### src/rtl/tpu_sram_loader.sv
// Stream-to-SRAM loader for the systolic subarray: fills weight banks w0/w1 (two beats per word)
// and data banks d0/d1 (one beat per word) in order, then kicks the subarray and waits for it to finish.
module tpu_sram_loader #(
  parameter int IN_WIDTH          = 32,
  parameter int SRAM_DATA_WIDTH   = 32,
  parameter int SRAM_WEIGHT_WIDTH = 64,
  parameter int W_WORDS           = 64,
  parameter int D_WORDS           = 128
) (
  input  logic                         clk,
  input  logic                         rst,
  input  logic                         load_start,
  input  logic                         in_valid,
  input  logic [IN_WIDTH-1:0]          in_data,
  output logic                         in_ready,
  output logic                         sram_write_enable_w0,
  output logic                         sram_write_enable_w1,
  output logic [SRAM_WEIGHT_WIDTH-1:0] sram_wdata_w,
  output logic [9:0]                   sram_waddr_w,
  output logic                         sram_write_enable_d0,
  output logic                         sram_write_enable_d1,
  output logic [SRAM_DATA_WIDTH-1:0]   sram_wdata_d,
  output logic [9:0]                   sram_waddr_d,
  output logic                         tpu_start,
  input  logic                         tpu_done,
  output logic                         busy,
  output logic                         load_done
);

  typedef enum logic [2:0] {IDLE, LD_W0, LD_W1, LD_D0, LD_D1, KICK, WAIT} state_t;

  localparam logic [9:0] W_LAST = 10'(W_WORDS - 1);
  localparam logic [9:0] D_LAST = 10'(D_WORDS - 1);

  state_t              state_reg;
  logic [9:0]          cnt_reg;
  logic                half_reg;
  logic [IN_WIDTH-1:0] pack_reg;
  logic                beat_hs;

  assign in_ready = (state_reg == LD_W0) || (state_reg == LD_W1) ||
                    (state_reg == LD_D0) || (state_reg == LD_D1);
  assign busy     = (state_reg != IDLE);
  assign beat_hs  = in_valid && in_ready;

  always_ff @(posedge clk or posedge rst) begin
    if (rst) begin
      state_reg            <= IDLE;
      cnt_reg              <= '0;
      half_reg             <= 1'b0;
      pack_reg             <= '0;
      sram_write_enable_w0 <= 1'b0;
      sram_write_enable_w1 <= 1'b0;
      sram_wdata_w         <= '0;
      sram_waddr_w         <= '0;
      sram_write_enable_d0 <= 1'b0;
      sram_write_enable_d1 <= 1'b0;
      sram_wdata_d         <= '0;
      sram_waddr_d         <= '0;
      tpu_start            <= 1'b0;
      load_done            <= 1'b0;
    end else begin
      // Strobes and pulses default low; wdata/waddr keep their last value.
      sram_write_enable_w0 <= 1'b0;
      sram_write_enable_w1 <= 1'b0;
      sram_write_enable_d0 <= 1'b0;
      sram_write_enable_d1 <= 1'b0;
      tpu_start            <= 1'b0;
      load_done            <= 1'b0;

      case (state_reg)
        IDLE: begin
          if (load_start) begin
            state_reg <= LD_W0;
            cnt_reg   <= '0;
            half_reg  <= 1'b0;
          end
        end

        LD_W0, LD_W1: begin
          if (beat_hs) begin
            if (!half_reg) begin
              pack_reg <= in_data;
              half_reg <= 1'b1;
            end else begin
              half_reg             <= 1'b0;
              sram_wdata_w         <= {pack_reg, in_data};
              sram_waddr_w         <= cnt_reg;
              sram_write_enable_w0 <= (state_reg == LD_W0);
              sram_write_enable_w1 <= (state_reg == LD_W1);
              if (cnt_reg == W_LAST) begin
                cnt_reg   <= '0;
                state_reg <= (state_reg == LD_W0) ? LD_W1 : LD_D0;
              end else begin
                cnt_reg <= cnt_reg + 10'd1;
              end
            end
          end
        end

        LD_D0, LD_D1: begin
          if (beat_hs) begin
            sram_wdata_d         <= in_data;
            sram_waddr_d         <= cnt_reg;
            sram_write_enable_d0 <= (state_reg == LD_D0);
            sram_write_enable_d1 <= (state_reg == LD_D1);
            if (cnt_reg == D_LAST) begin
              cnt_reg <= '0;
              if (state_reg == LD_D0) begin
                state_reg <= LD_D1;
              end else begin
                // Start pulse lines up with the final data strobe.
                state_reg <= KICK;
                tpu_start <= 1'b1;
              end
            end else begin
              cnt_reg <= cnt_reg + 10'd1;
            end
          end
        end

        KICK: state_reg <= WAIT;

        WAIT: begin
          if (tpu_done) begin
            load_done <= 1'b1;
            state_reg <= IDLE;
          end
        end

        default: state_reg <= IDLE;
      endcase
    end
  end

endmodule
### config.mk
export PLATFORM = sky130hd
export DESIGN_NAME = tpu_sram_loader
export DESIGN_NICKNAME = d
export VERILOG_FILES = /design/src/rtl/tpu_sram_loader.sv
export SDC_FILE = /design/constraint.sdc
export NUM_CORES = 1
export LEC_CHECK = 0
export ABC_AREA = 1
export BUFFER_PORTS_ARGS = -buffer_cell sky130_fd_sc_hd__buf_4
export CAP_MARGIN = 20
export CORE_MARGIN = 2
export CORE_UTILIZATION = 48
export CTS_CLUSTER_DIAMETER = 40
export DETAILED_ROUTE_END_ITERATION = 10
export PLACE_DENSITY = 0.76
export SYNTH_ARGS = -nofsm -noshare
export SYNTH_HDL_FRONTEND = slang
export SYNTH_SLANG_ARGS = --single-unit
### constraint.sdc
create_clock -name clk -period 4.5 [get_ports clk]
set_input_delay 0.225 -clock clk [delete_from_list [all_inputs] [get_ports clk]]
set_output_delay 0.225 -clock clk [all_outputs]
set_load 0.02 [all_outputs]
# After elaboration in Yosys (flattened, before gate mapping)
# Index checks and enable logic that the tools add are counted.
[word_totals] regBits=168 in_bits=37
[op_classes] mux=37 eq_ne=15 bitwise_logic=1 n_reduce_logical=16 addsub=1
[ops] cell="10-bit two-way mux" n=6
[ops] cell="10-bit case mux with 3 select lines" n=1
[ops] cell="1-bit two-way mux" n=21
[ops] cell="3-bit two-way mux" n=7
[ops] cell="3-bit case mux with 5 select lines" n=1
[ops] cell="2-bit != test, second input constant" n=7
[ops] cell="10-bit by 1-bit adder with 10-bit output, second input constant" n=1
[ops] cell="10-bit by 6-bit equality test with 1-bit output, second input constant" n=1
[ops] cell="10-bit by 7-bit equality test with 1-bit output, second input constant" n=1
[ops] cell="3-bit equality test, second input constant" n=3
[ops] cell="3-bit AND reduction" n=3
[ops] cell="7-bit AND reduction" n=1
[ops] cell="3-bit by 2-bit equality test with 1-bit output, second input constant" n=2
[ops] cell="3-bit nonzero test" n=2
[ops] cell="5-bit AND reduction" n=1
[ops] cell="2-bit OR reduction" n=2
[ops] cell="3-bit by 1-bit equality test with 1-bit output, second input constant" n=1
[ops] cell="3-bit logical NOT" n=1
[ops] cell="1-bit logical OR" n=3
[ops] cell="1-bit case mux with 2 select lines" n=1
[ops] cell="2-bit AND reduction" n=1
[ops] cell="2-bit nonzero test" n=1
[ops] cell="1-bit logical AND" n=1
[ops] cell="1-bit inverter" n=1

# Longest topological paths before layout
[logic_depth] depth_word=7 ltp_mapped=11

# Worst setup path after synthesis
# OpenSTA, ideal clock, no wires.
[synth_path] path_type="register -> register" start="register cnt_reg[0]" end="register state_reg[2]" path_stages_with_launch=11 n_path_buf=0 arrival_time_ns=1.398 path_slack_ns=2.985 t_required_ns=4.383 cell_sequence="dfrtp_1 -> ha_1 -> nand2_1 -> nor2_2 -> nand4_1 -> nand2_1 -> nand2_1 -> inv_2 -> nand2_2 -> nand2_1 -> nand2_1"
[synth_via] elab_chain_len=3 elab_cells_between_ends=5 cone_classes="4 x eq/ne; 1 x reduce/logical"
[synth_rtl] element="start: declaration" line_no="36" text="logic [9:0] cnt_reg;"
[synth_rtl] element="start signal: assignment" line_no="95" text="cnt_reg <= cnt_reg + 10'd1;"
[synth_rtl] element="start signal: assignment" line_no="117" text="cnt_reg <= cnt_reg + 10'd1;"
[synth_rtl] element="10-bit by 7-bit equality test with 1-bit output / 10-bit by 6-bit equality test with 1-bit output (equally long branches)" line_no="107, 91"
[synth_rtl] element="2-bit != test (no line)"
[synth_rtl] element="7-bit AND reduction (no line) *"
[synth_rtl] element="end signal: assignment" line_no="93" text="state_reg <= (state_reg == LD_W0) ? LD_W1 : LD_D0;"
[synth_rtl] element="end: declaration" line_no="35" text="state_t state_reg;"
# Every way passes the cells marked *; elsewhere a longest branch is shown, timed or not.
# A chain may end at the register's enable or synchronous reset.

# Worst setup path in the final report
[layout_path] start="register state_reg[2]" end="register sram_wdata_d[12]"
[layout_via] elab_chain_len=6 elab_cells_between_ends=10 cone_classes="4 x eq/ne; 6 x reduce/logical"
[layout_rtl] element="3-bit by 1-bit equality test with 1-bit output / 3-bit by 2-bit equality test with 1-bit output (equally long branches)" line_no="41" text="assign in_ready = (state_reg == LD_W0) || (state_reg == LD_W1) ||"
[layout_rtl] element="1-bit logical OR (2 in a row)" line_no="41"
[layout_rtl] element="1-bit logical OR" line_no="42" text="(state_reg == LD_D0) || (state_reg == LD_D1);"
[layout_rtl] element="1-bit logical AND" line_no="44" text="assign beat_hs = in_valid && in_ready;"
[layout_rtl] element="2-bit AND reduction (no line) *"
[layout_rtl] element="end signal: assignment" line_no="103" text="sram_wdata_d <= in_data;"
[layout_rtl] element="end: declaration" line_no="22" text="output logic [SRAM_DATA_WIDTH-1:0] sram_wdata_d,"
# Marked as above.

==> tab_implementation.tex <==
\begin{tabular}{lr}
\hline
Metric & Value \\
\hline
\multicolumn{2}{l}{\textbf{Global route}} \\
\quad Number of global-route vias before repair & 4903 \\
\quad Remaining global-route overflow & 0 \\
\quad Wire length of the first global-routing pass & 24500 µm \\
\quad GRT Overall Usage & 21.0\% \\
\quad Antenna violations before repair & 0 \\
\quad Pin count of the biggest net entering global routing & 169 \\
\multicolumn{2}{l}{\textbf{Synthesis}} \\
\quad Synthesized netlist net count & 691 \\
\quad Top FF cell, synth & dfrtp\_1 \\
\quad Mux share of post-synthesis cell area & 5.38\% \\
\quad Number of enable flip-flop cells after synthesis & 0 \\
\quad Seq/Total Area, Yosys & 62.7\% \\
\quad Number of distinct library cells after synthesis & 31 \\
\quad Yosys reg bits & 168 \\
\quad Compound-gate portion of the synthesized area & 9.77\% \\
\quad Netlist area before placement & 0.00670 mm² \\
\quad Most common cell in the netlist & nand2\_1 \\
\quad Area fraction of the dominant cell type after synthesis & 62.7\% \\
\quad Largest family of logic cells by synthesized area & simple AND/OR/NAND/NOR gates \\
\quad Post-Synth XOR/XNOR Area & 0.261\% \\
\quad Biggest area consumer among synthesized cells & dfrtp\_1 \\
\quad Area share of and/or/nand/nor cells after synthesis & 15.1\% \\
\quad Adder-cell area share of the yosys netlist & 0.187\% \\
\quad Most frequent cells after synthesis & nand2\_1 (171), dfrtp\_1 (168), o21ai\_0 (81) \\
\quad Mapped Cells & 653 \\
\quad Async set-reset flop share out of synthesis & 100\% \\
\quad Yosys Warn Count & 0 \\
\quad Cell types occupying the most area after synthesis & dfrtp\_1 (63\%), nand2\_1 (9.6\%), o21ai\_0 (6.1\%), mux2\_1 (5.4\%), o21ai\_1 (3.2\%) \\
\quad Syn\_area\_per\_cell & 10.3 µm² \\
\multicolumn{2}{l}{\textbf{Power and ir drop}} \\
\quad Portion of total power attributed to sequential cells & 38.8\% \\
\quad NetSw & 2.38 mW \\
\quad Switching power share of the total & 37.8\% \\
\quad Fraction of power consumed by the clock network & 23.2\% \\
\quad Power Dens Cells & 734 mW/mm² \\
\quad Largest vdd supply drop & 0.326 mV \\
\quad Fraction of power consumed by combinational cells & 37.9\% \\
\quad Leakage power of the design & 4.44 nW \\
\quad Pint & 3.92 mW \\
\multicolumn{2}{l}{\textbf{Placement}} \\
\quad Buffers added on ports & 160 \\
\quad Routability cong. & 0.947 \\
\quad Post-DP HPWL & 10300 µm \\
\multicolumn{2}{l}{\textbf{Setup path}} \\
\quad Largest delay share family, worst path & simple AND/OR/NAND/NOR gates \\
\quad Slowest cell on the critical path & nand2\_2 \\
\quad Required time at the worst-slack endpoint & 4.82 ns \\
\quad R2r endpoint & sram\_wdata\_d[12]\$\_DFFE\_PP0P\_ \\
\quad Cell chain of the critical path & inv\_2 > nand3\_1 > nand2\_2 > nand2\_2 > buf\_4 > nand2\_1 > o21ai\_0 \\
\quad Total buffers and inverters traversed by the critical path & 2 \\
\quad Kind of start point of the critical path & flip-flop \\
\quad Arrival @ worst endpoint & 2.54 ns \\
\quad Worst setup EP type & flip-flop \\
\quad Path type of the worst setup path & reg -> reg \\
\quad Top fanout value on the critical path & 44 \\
\quad Number of cells on the worst reg-to-reg path & 7 \\
\quad Peak per-stage delay on the critical path & 0.52 ns \\
\quad Setup slack on the worst flop-to-flop path & 2.28 ns \\
\quad Start of the worst register-to-register path & state\_reg[2]\$\_DFFE\_PP0P\_ \\
\quad Cell repeated most along the worst path & nand2\_2 \\
\multicolumn{2}{l}{\textbf{STA}} \\
\quad Tcrit/Tclk final & 49.2\% \\
\quad Slew headroom & 41.5\% \\
\quad Largest clock skew in the final design & 0.00610 ns \\
\quad Highest clock frequency the design can meet & 0.451 GHz \\
\quad Least-Margin Pin Slew & 0.877 ns \\
\quad Setup repair after global routing missed its margin & no \\
\quad Number of pins with negative max-slew slack in the final report & 0 \\
\quad Shortest period the worst path allows & 2.22 ns \\
\quad Count of final setup violators & 0 \\
\quad Aggregate negative setup slack & 0 ns \\
\quad Worst slack on hold paths & 0.0301 ns \\
\quad Number of endpoints with negative hold slack in the final report & 0 \\
\multicolumn{2}{l}{\textbf{Clock network}} \\
\quad Clock slew at reported path FFs & 0.06 ns \\
\quad Number of setup buffers added after CTS & 0 \\
\quad Largest buffer count on any clock path & 2 \\
\quad Clock buffers created by TritonCTS & 17 \\
\quad Count of H-tree levels built during CTS & 4 \\
\quad CTS Sinks & 168 \\
\quad Clock network latency to the later pin of the worst-skew pair & 0.42 ns \\
\quad Post-cts repair resize count & 0 \\
\quad TritonCTS clock tree & built \\
\quad Clock root buffer & clkbuf\_16 \\
\quad Hold-fix buffers, CTS & 0 \\
\multicolumn{2}{l}{\textbf{Status}} \\
\quad Status & complete, no violations \\
\multicolumn{2}{l}{\textbf{Floorplan}} \\
\quad Die span in x & 122 µm \\
\quad Full die area & 0.0149 mm² \\
\quad Std cell rows & 43 \\
\quad Placeable core region & 0.0138 mm² \\
\quad I/O Pins & 161 \\
\quad Initial cell density of the core & 48.6\% \\
\quad Die Y & 122 µm \\
\multicolumn{2}{l}{\textbf{Route}} \\
\quad DRC viols & 0 \\
\quad Vias per cell & 5.13 \\
\quad Drt wl/cell & 15.3 µm \\
\quad Detailed-route via count & 5113 \\
\quad Total iterations of the first detailed-routing run & 5 \\
\quad Wire length on met1 & 6690 µm \\
\quad 1st-iter DRT viols & 444 \\
\quad Routed wire length & 15200 µm \\
\quad Final ANT Viol Nets & 0 \\
\quad Met2 wire length & 7330 µm \\
\quad Uppermost layer routed & met4 \\
\quad Routed length on met3 & 842 µm \\
\multicolumn{2}{l}{\textbf{Finish}} \\
\quad Total number of nets in the final design & 842 \\
\quad Count of antenna diodes in the layout & 0 \\
\quad Filler Cell Count & 1122 \\
\quad Synth-to-Final Area Change & 28.0\% \\
\quad Share of layout cells above drive strength 1 & 26.2\% \\
\quad Number of flip-flops under the largest register name & 64 \\
\multicolumn{2}{l}{\textbf{Min path}} \\
\quad Worst min-delay path category & in -> async \\
\multicolumn{2}{l}{\textbf{Job}} \\
\quad Max Cap Violations & 0 \\
\hline
\end{tabular}
-- metrics by stage --
step / total power [mW] / cell area [µm²] / worst slack (ns) / cells / utilization [%]
after global placement: 4.76 / 7960 / 2.07 / 964 / 57.8
final: 6.30 / 8580 / 2.28 / 997 / 62.3
after global routing: 6.69 / 8580 / 2.05 / 997 / 62.3
after detailed placement: 4.85 / 7960 / 1.90 / 964 / 57.8
after floorplan: 3.90 / 6700 / 2.13 / 653 / -
after CTS: 6.34 / 8560 / 1.86 / 996 / 62.1
-- power groups by stage --
stage | clock (mW) | sequential [mW] | combinational (mW)
after floorplan | 0 | 2.88 | 1.02
after global placement | 0 | 2.44 | 2.32
after detailed placement | 0 | 2.47 | 2.39
after CTS | 1.49 | 2.45 | 2.40
after global routing | 1.56 | 2.51 | 2.62
final | 1.46 | 2.45 | 2.39
-- layout by cell type (no fill, tap or decap), types with 2 or more instances in the layout --
cell,netlist,routed
mux2_1,32,32
nand2_2,4,4
nor2_1,12,12
clkinvlp_4,0,6
nor2_2,3,3
nand4_1,9,9
bufinv_16,0,3
buf_4,5,161
clkbuf_1,3,2
dfrtp_1,168,168
nand3_2,2,3
o21ai_0,81,81
nand3_1,20,19
clkinv_2,0,3
inv_2,2,2
nand2_1,171,171
inv_1,57,56
xor2_1,2,2
a21oi_1,2,2
buf_12,0,3
o21ai_1,43,43
nor2_4,3,3
clkbuf_16,0,17
-- kinds of logic after synthesis --
group / count (synthesis)
compound gates: 129
xor+xnor: 2
fa+ha+maj: 1
buf+inv: 91
flops: 168
mux: 32
simple gates: 230
-- layer usage --
layer	global-route usage, %	vias up
li1	-	2422
met5	0	-
met1	28.1	2478
met2	33.1	186
met4	9.63	0
met3	4.49	27
-- worst max path at each step --
stage                              from                            to  slack, ns  cells after the start
2_1_floorplan                       rst        cnt_reg[0]$_DFFE_PP0P_       2.13                      1
3_3_place_gp   state_reg[2]$_DFFE_PP0P_      pack_reg[22]$_DFFE_PP0P_       2.07                      5
3_5_place_dp   state_reg[0]$_DFFE_PP0P_      pack_reg[21]$_DFFE_PP0P_       1.90                      5
4_1_cts        state_reg[0]$_DFFE_PP0P_       pack_reg[0]$_DFFE_PP0P_       1.86                      5
5_1_grt        state_reg[0]$_DFFE_PP0P_  sram_wdata_d[16]$_DFFE_PP0P_       2.05                      7
6_report       state_reg[2]$_DFFE_PP0P_  sram_wdata_d[12]$_DFFE_PP0P_       2.28                      7
-- tightest hold or removal path: stages --
cell and delay, ns:
buf_4 0.12, clkinvlp_4 0.07, buf_12 0.58
-- final cells by class --
cell class                      instances  area, µm²  share of cell area (%)
Sequential cell                       168       4200                    49.0
Multi-Input combinational cell        394       2060                    24.0
Timing Repair Buffer                  164       1270                    14.8
Clock buffer                           20        447                    5.21
Inverter                               59        225                    2.63
Tap cell                              180        225                    2.63
Clock inverter                         12        151                    1.76
Power figures use the tool's default switching activity.
